--- src/rtl/inst_fetch_unit.sv ---
// Two-wide instruction fetch: keeps one aligned 64-bit load in flight and splits
// each returned line into a two-slot push toward the instruction buffer.
module inst_fetch_unit #(
  parameter int          CREDITS  = 16,
  parameter logic [31:0] RESET_PC = 32'h0,
  parameter int          CW       = $clog2(CREDITS) + 1
) (
  input  logic          clock,
  input  logic          reset,
  input  logic          squash,
  input  logic [31:0]   squash_pc,
  input  logic          pair_pop,
  input  logic [3:0]    Imem2proc_response,
  input  logic [63:0]   Imem2proc_data,
  input  logic [3:0]    Imem2proc_tag,
  output logic [1:0]    proc2Imem_command,
  output logic [31:0]   proc2Imem_addr,
  output logic [96:0]   if_ib_packet [0:1],
  output logic [CW-1:0] credits,
  output logic [1:0]    fsm_state
);

  // Packet slot layout, MSB first: {valid, inst[31:0], PC[31:0], NPC[31:0]}.
  // fsm_state encoding: 0 = IDLE, 1 = REQ, 2 = WAIT.
  //
  // Memory handshake: a request is offered while proc2Imem_command == BUS_LOAD
  // and is accepted in the cycle Imem2proc_response is nonzero (that value is
  // its tag); the offer holds unchanged until accepted. The line is returned in
  // the cycle Imem2proc_tag equals the accepted tag. The buffer side has no
  // ready: a push is only issued against a held credit, and pair_pop returns one.

  typedef enum logic [1:0] {
    IDLE = 2'd0,
    REQ  = 2'd1,
    WAIT = 2'd2
  } state_t;

  localparam logic [1:0]    BUS_NONE    = 2'd0;
  localparam logic [1:0]    BUS_LOAD    = 2'd1;
  localparam logic [CW-1:0] CREDITS_MAX = CW'(CREDITS);
  localparam logic [CW-1:0] ONE         = CW'(1);

  state_t        state_q, state_d;
  logic [31:2]   pc_q, pc_d;
  logic [CW-1:0] credits_q, credits_d;
  logic          drop_q, drop_d;
  logic [3:0]    tag_q, tag_d;
  logic [96:0]   slot0_q, slot0_d;
  logic [96:0]   slot1_q, slot1_d;

  logic [31:0]   line_pc;
  logic [31:0]   next_line;
  logic          cmd_load;
  logic          accept;
  logic          consume;
  logic          unused_squash_pc_bits;

  // Targets are word aligned, so the byte-offset bits carry nothing.
  assign unused_squash_pc_bits = ^squash_pc[1:0];

  assign line_pc   = {pc_q[31:3], 3'b000};
  assign next_line = line_pc + 32'd8;
  assign cmd_load  = (state_q == REQ) && !squash;
  assign accept    = cmd_load && (Imem2proc_response != 4'd0);
  assign consume   = (state_q == WAIT) && (tag_q != 4'd0) && (Imem2proc_tag == tag_q);

  always_comb begin
    state_d   = state_q;
    pc_d      = pc_q;
    credits_d = credits_q;
    drop_d    = drop_q;
    tag_d     = tag_q;
    slot0_d   = '0;
    slot1_d   = '0;

    if (accept && !pair_pop) begin
      credits_d = credits_q - ONE;
    end else if (pair_pop && !accept && (credits_q != CREDITS_MAX)) begin
      credits_d = credits_q + ONE;
    end

    unique case (state_q)
      IDLE: begin
        if (credits_q != '0) state_d = REQ;
      end
      REQ: begin
        if (accept) begin
          tag_d   = Imem2proc_response;
          state_d = WAIT;
        end
      end
      WAIT: begin
        if (consume) begin
          // A line fetched before a redirect is swallowed without a push.
          if (!drop_q) begin
            slot0_d = {~pc_q[2], Imem2proc_data[31:0], line_pc, line_pc + 32'd4};
            slot1_d = {1'b1, Imem2proc_data[63:32], line_pc | 32'd4, next_line};
            pc_d    = next_line[31:2];
          end
          drop_d  = 1'b0;
          state_d = (credits_d != '0) ? REQ : IDLE;
        end
      end
      default: state_d = IDLE;
    endcase

    // Redirect wins over everything: the buffer is flushed in the same cycle.
    if (squash) begin
      pc_d      = squash_pc[31:2];
      credits_d = CREDITS_MAX;
      slot0_d   = '0;
      slot1_d   = '0;
      if ((state_q == WAIT) && !consume) begin
        drop_d  = 1'b1;
        state_d = WAIT;
      end else begin
        drop_d  = 1'b0;
        state_d = REQ;
      end
    end
  end

  always_ff @(posedge clock) begin
    if (!reset) begin
      state_q   <= IDLE;
      pc_q      <= RESET_PC[31:2];
      credits_q <= CREDITS_MAX;
      drop_q    <= 1'b0;
      tag_q     <= 4'd0;
      slot0_q   <= '0;
      slot1_q   <= '0;
    end else begin
      state_q   <= state_d;
      pc_q      <= pc_d;
      credits_q <= credits_d;
      drop_q    <= drop_d;
      tag_q     <= tag_d;
      slot0_q   <= slot0_d;
      slot1_q   <= slot1_d;
    end
  end

  assign proc2Imem_command = cmd_load ? BUS_LOAD : BUS_NONE;
  assign proc2Imem_addr    = cmd_load ? line_pc : 32'd0;
  // The buffer squashes in the same cycle, so a push already on the wires is cancelled.
  assign if_ib_packet[0]   = {slot0_q[96] & ~squash, slot0_q[95:0]};
  assign if_ib_packet[1]   = {slot1_q[96] & ~squash, slot1_q[95:0]};
  assign credits           = credits_q;
  assign fsm_state         = state_q;

  pop_at_full_a: assert property (@(posedge clock) disable iff (!reset)
    !(pair_pop && !squash && !accept && (credits_q == CREDITS_MAX)));

endmodule

--- config.mk ---
export PLATFORM = sky130hd
export DESIGN_NAME = inst_fetch_unit
export DESIGN_NICKNAME = d
export VERILOG_FILES = /design/src/rtl/inst_fetch_unit.sv
export SDC_FILE = /design/constraint.sdc
export NUM_CORES = 1
export LEC_CHECK = 0
export BUFFER_PORTS_ARGS = -buffer_cell sky130_fd_sc_hd__buf_2
export CORE_AREA = 4 4 130 132
export CTS_BUF_LIST = sky130_fd_sc_hd__clkbuf_2
export CTS_CLUSTER_DIAMETER = 50
export DETAILED_ROUTE_END_ITERATION = 12
export DIE_AREA = 0 0 134 136
export PLACE_DENSITY = 0.78
export SLEW_MARGIN = 30
export SYNTH_ARGS = -nofsm -noshare
export SYNTH_HDL_FRONTEND = slang
export SYNTH_SLANG_ARGS = --single-unit
--- constraint.sdc ---
create_clock -name clock -period 2.6 [get_ports clock]
set_clock_uncertainty 0.05 [all_clocks]
set_input_delay 0 -clock clock [delete_from_list [all_inputs] [get_ports clock]]
set_output_delay 0 -clock clock [all_outputs]
set_load 0.1 [all_outputs]
==> flow_summary.ini, run 1 <==
[outcome]
status = aborted with a tool error
lastStage = clock tree synthesis (4_1_cts)
error_message = [ERROR RSZ-0060] Max buffer count reached.

[yosys]
synth_edf_count = 0
synth_mux_area_share_pct = 0.143
yosys.area_share.simple_pct = 21.3
synth_warnings = 0
synth_top_family_by_area = simple AND/OR/NAND/NOR gates
synth-compound-area-share_pct = 8.85
ys_types = 52
ys.flop_type = dfxtp_1
synth-xor-area-share_pct = 3.76
syn_area_um2 = 6980
synthAdderAreaFrac_pct = 0.538
yosys_register_bits = 167
async_flop_share_pct = 0
syn_inst = 730
avgSynthCellArea_um2 = 9.56
yosysSeqAreaShare_pct = 47.9

[floorplanning]
start_util_pct = 44.4
std_cell_rows = 46
dieWidth_um = 134
num_io_pins = 343
fp.dieH_um = 136

[placement]
io_buffers = 326
gp_congestion = 0.791
dp_hpwl_um = 14300

[clocking]
clkSinkCount = 167
cts-buffers-inserted = 17
htreeDepth = 4
clock_path_buffers = 2
cts_root_buffer = clkbuf_2
cts_hold_buf = 234
post_cts_resize_count = 2
postCtsSetupBuffers = 0
## Yosys cell counts, types with 2 or more instances
cell type,n,share of area (%)
xor2_1,11,1.4
nand2b_1,2,0.18
a41oi_1,2,0.25
buf_4,139,15
ha_1,3,0.54
a31oi_1,8,0.72
inv_1,11,0.59
dfxtp_1,167,48
a221o_1,13,1.9
a22oi_1,9,0.97
nand3_1,16,1.1
nor3_1,6,0.43
nor4_1,8,0.72
and4_1,4,0.50
a21boi_0,2,0.22
nand2_1,16,0.86
o21ai_0,24,1.7
o31ai_1,7,0.75
nand4_1,8,0.72
a21oi_1,15,1.1
nor2b_1,7,0.63
clkbuf_1,31,1.7
nor2_1,36,1.9
o21ai_1,2,0.14
buf_2,2,0.14
nor4b_1,2,0.25
xnor2_1,19,2.4
or3_1,5,0.45
and3_1,6,0.54
and2_1,121,11
or4_1,7,0.75
## kinds of logic after synthesis
logic type,after synthesis
compound gates,91
xor+xnor,30
fa+ha+maj,3
buf+inv,184
flops,167
mux,1
other cells,1
simple gates,253
## through the flow
stage / cells / setup slack [ns] / hold slack [ns] / area (um2) / utilization, %
3_5_place_dp: 1132 / 0.308 / 0.153 / 8370 / 53.2
2_1_floorplan: 743 / -0.286 / 0.0717 / 7060 / -
3_3_place_gp: 1132 / 0.454 / 0.149 / 8370 / 53.2
==> inputs of run 2 (changes only) <==
Settings changed: CORE_AREA 4 4 130 132 to 4 4 158 160, CTS_BUF_LIST sky130_fd_sc_hd__clkbuf_2 to not set, CTS_CLUSTER_DIAMETER 50 to not set, DIE_AREA 0 0 134 136 to 0 0 162 164, PLACE_DENSITY 0.78 to not set, PLACE_DENSITY_LB_ADDON set to 0.15.
==> run 2 against run 1 <==
The run now ends clean. Synthesized cell count stayed put. Synthesized area stayed put.
==> flow_summary.ini, run 2 <==
[sta]
min_period_over_period_pct = 88.7
fmax_mhz = 434
max_slew.worst_pin.slew_ns = 0.876
slew_violations = 0
holdWs_ns = 0.140
relSlewSlack_pct = 41.6
hold_viol_final = 0
finalSetupViolations = 0
rsz0062_at_grt = no
fin_crit_ns = 2.31

[cells_and_area]
final.fill_count = 2366
final_cell_area_um2 = 10100
largestRegisters = slot0_q: 63 flops, slot1_q: 62 flops, pc_q: 30 flops
final_nets = 1150
mostFrequentLayoutCells = buf_2, dfxtp_1, dlygate4sd3_1, and2_1, nor2_1
register_area_um2 = 3340
final_util_pct = 43.0
regMostFlops = slot0_q
final_layout_size_suffix_gt1_share_pct = 38.9
largest_reg_flops = 63
layout.cells.non_filler = 1371
syn_to_final_growth_pct = 44.3
final_common_cell = buf_2
multiInputGateArea_um2 = 2510

[clocking]
cts_root_buffer = clkbuf_16
clock_latency_ns = 0.42
postCtsSetupBuffers = 0
cts_tree = done
htreeDepth = 4
cts-buffers-inserted = 17
clk_pin_slew_ns = 0.07
clock_path_buffers = 2
clkSinkCount = 167

[pwr]
intPower_w = 0.00413
clkPwrFrac_pct = 41.3
powerDensity_nw_per_um2 = 567
swShare_pct = 27.6
power_frac_comb_pct = 12.3
p_total_w = 0.00571
p_sw_w = 0.00157
peakVddDrop_mv = 0.269
pwr-share-seq_pct = 46.4
power.leakage_nw = 4.72

[yosys]
synth_warnings = 0
async_flop_share_pct = 0
yosys-top-cells-count = dfxtp_1, buf_4, and2_1
synth_edf_count = 0
synth-xor-area-share_pct = 3.76
syn_area_um2 = 6980
ys_types = 52
synth_mux_area_share_pct = 0.143
ys.flop_type = dfxtp_1
synthAdderAreaFrac_pct = 0.538
yosys_register_bits = 167
yosys.area_share.simple_pct = 21.3
synth_top_family_by_area = simple AND/OR/NAND/NOR gates
yosys.area.top_type = dfxtp_1
synth.top_cell.area_share_pct = 47.9
synthTopCellsByArea = dfxtp_1, buf_4, and2_1, xnor2_1, nor2_1
synth-compound-area-share_pct = 8.85
syn_inst = 730
synth_most_common_cell = dfxtp_1
yosysSeqAreaShare_pct = 47.9
avgSynthCellArea_um2 = 9.56

[worst_setup_path]
crit_type = reg -> out
worstSetupEndpointType = output port
worstPathArrival_ns = 2.26
cp_max_fo = 31
path_delay_family = simple AND/OR/NAND/NOR gates
crit_slowest_cell = or3b_1
cp_num_buf_inv = 3
worstPathCellList = or3b_1, inv_1, buf_4, and2_2, buf_12
crit_path_start_kind = register
max_stage_delay_ns = 0.53
crit_required_ns = 2.55

[grt]
grt_max_degree = 65
grt_overflow_total = 0
grt_pass1_wl_um = 32300
grt_antenna_before_repair = 2
grtUsageTotal_pct = 15.5
grt_pass1_vias = 5826

[hold_path]
min_path_type = in -> reg

[drt]
drcViolationCount = 0
drtIter0Drc = 238
via_per_inst = 4.23
wl_um = 21300
routed-wl-met2_um = 10700
dr.pass1.iters = 4
num_vias = 5798
wire_per_inst_um = 15.5
final_antenna_net_count = 0
wl_met3_um = 1270
met1_length_um = 9080
top_layer = met5

[outcome]
status = finished, final reports clean

[floorplanning]
num_io_pins = 343
fp.dieH_um = 164
dieWidth_um = 162
start_util_pct = 29.8
core_um2 = 23400
std_cell_rows = 56
dieArea_um2 = 26600

[run]
max_cap_violations = 0

[placement]
gp_congestion = 0.776
io_buffers = 326
dp_hpwl_um = 15500
placed_cells = 1234
place_area_um2 = 8470
[run 2: cell counts after synthesis]
No cell type changed its count.
[run 2: layout make-up]
cell class | instances | area share (%)
flip-flops and latches | 167 | 33.2
repair buffers | 450 | 32.0
multi-input cells | 392 | 25.0
clock buffers | 18 | 4.26
well taps | 319 | 3.96
clock inverters | 13 | 1.14
inverters | 11 | 0.410
diodes | 1 | 0.0248
[run 2: power groups by stage]
stage	Sequential, W	Clock, W	Combinational, W
final	0.00265	0.00236	0.000702
after global placement	0.00271	0	0.000574
after CTS	0.00265	0.00246	0.000705
after global routing	0.00266	0.00256	0.000749
after floorplan	0.00273	0	0.000361
after detailed placement	0.00271	0	0.000575
[run 2: logic make-up (layout without fill, tap and decap cells)]
logic type	count (synthesis)	count (layout)
flops	167	167
fa+ha+maj	3	3
xor+xnor	30	30
simple gates	253	253
other cells	1	15
mux	1	1
buf+inv	184	492
compound gates	91	91
[run 2: repair_timing]
item	4_1_cts	5_1_grt
resized for setup	0	0
hold buffers	105	0
endpoints found under the setup margin	0	0
endpoints found under the hold margin	105	0
[run 2: layer usage]
layer	global-route usage (%)	vias to the layer above
met5	0	-
met4	4.11	2
met3	4.04	19
met2	27.2	186
met1	18.9	2678
li1	-	2913
[run 2: tightest hold or removal path, cell delays in order]
cell	delay [ns]
buf_2	0.08
xnor2_1	0.07
nand4_1	0.14
nor4_1	0.09
xnor2_1	0.13
a21oi_1	0.06
[run 2: through the flow]
step | TNS [ns] | worst slack (ns)
floorplan | -1.14 | -0.286
global placement | 0 | 0.420
detailed placement | 0 | 0.353
CTS | 0 | 0.235
global route | 0 | 0.106
finish | 0 | 0.294
[run 2: path summary, 6_finish.rpt]
path	startpoint	to	slack, ns	cells past startpoint
setup / recovery	fsm_state[0]	proc2Imem_addr[16]	0.29	5
hold / removal	Imem2proc_tag[3]	pc_q[8]	0.14	6
setup reg to reg	fsm_state[1]	pc_q[12]	0.30	6
hold reg to reg	pc_q[2]	slot0_q[96]	0.36	1
(Power assumes the default switching activity.)
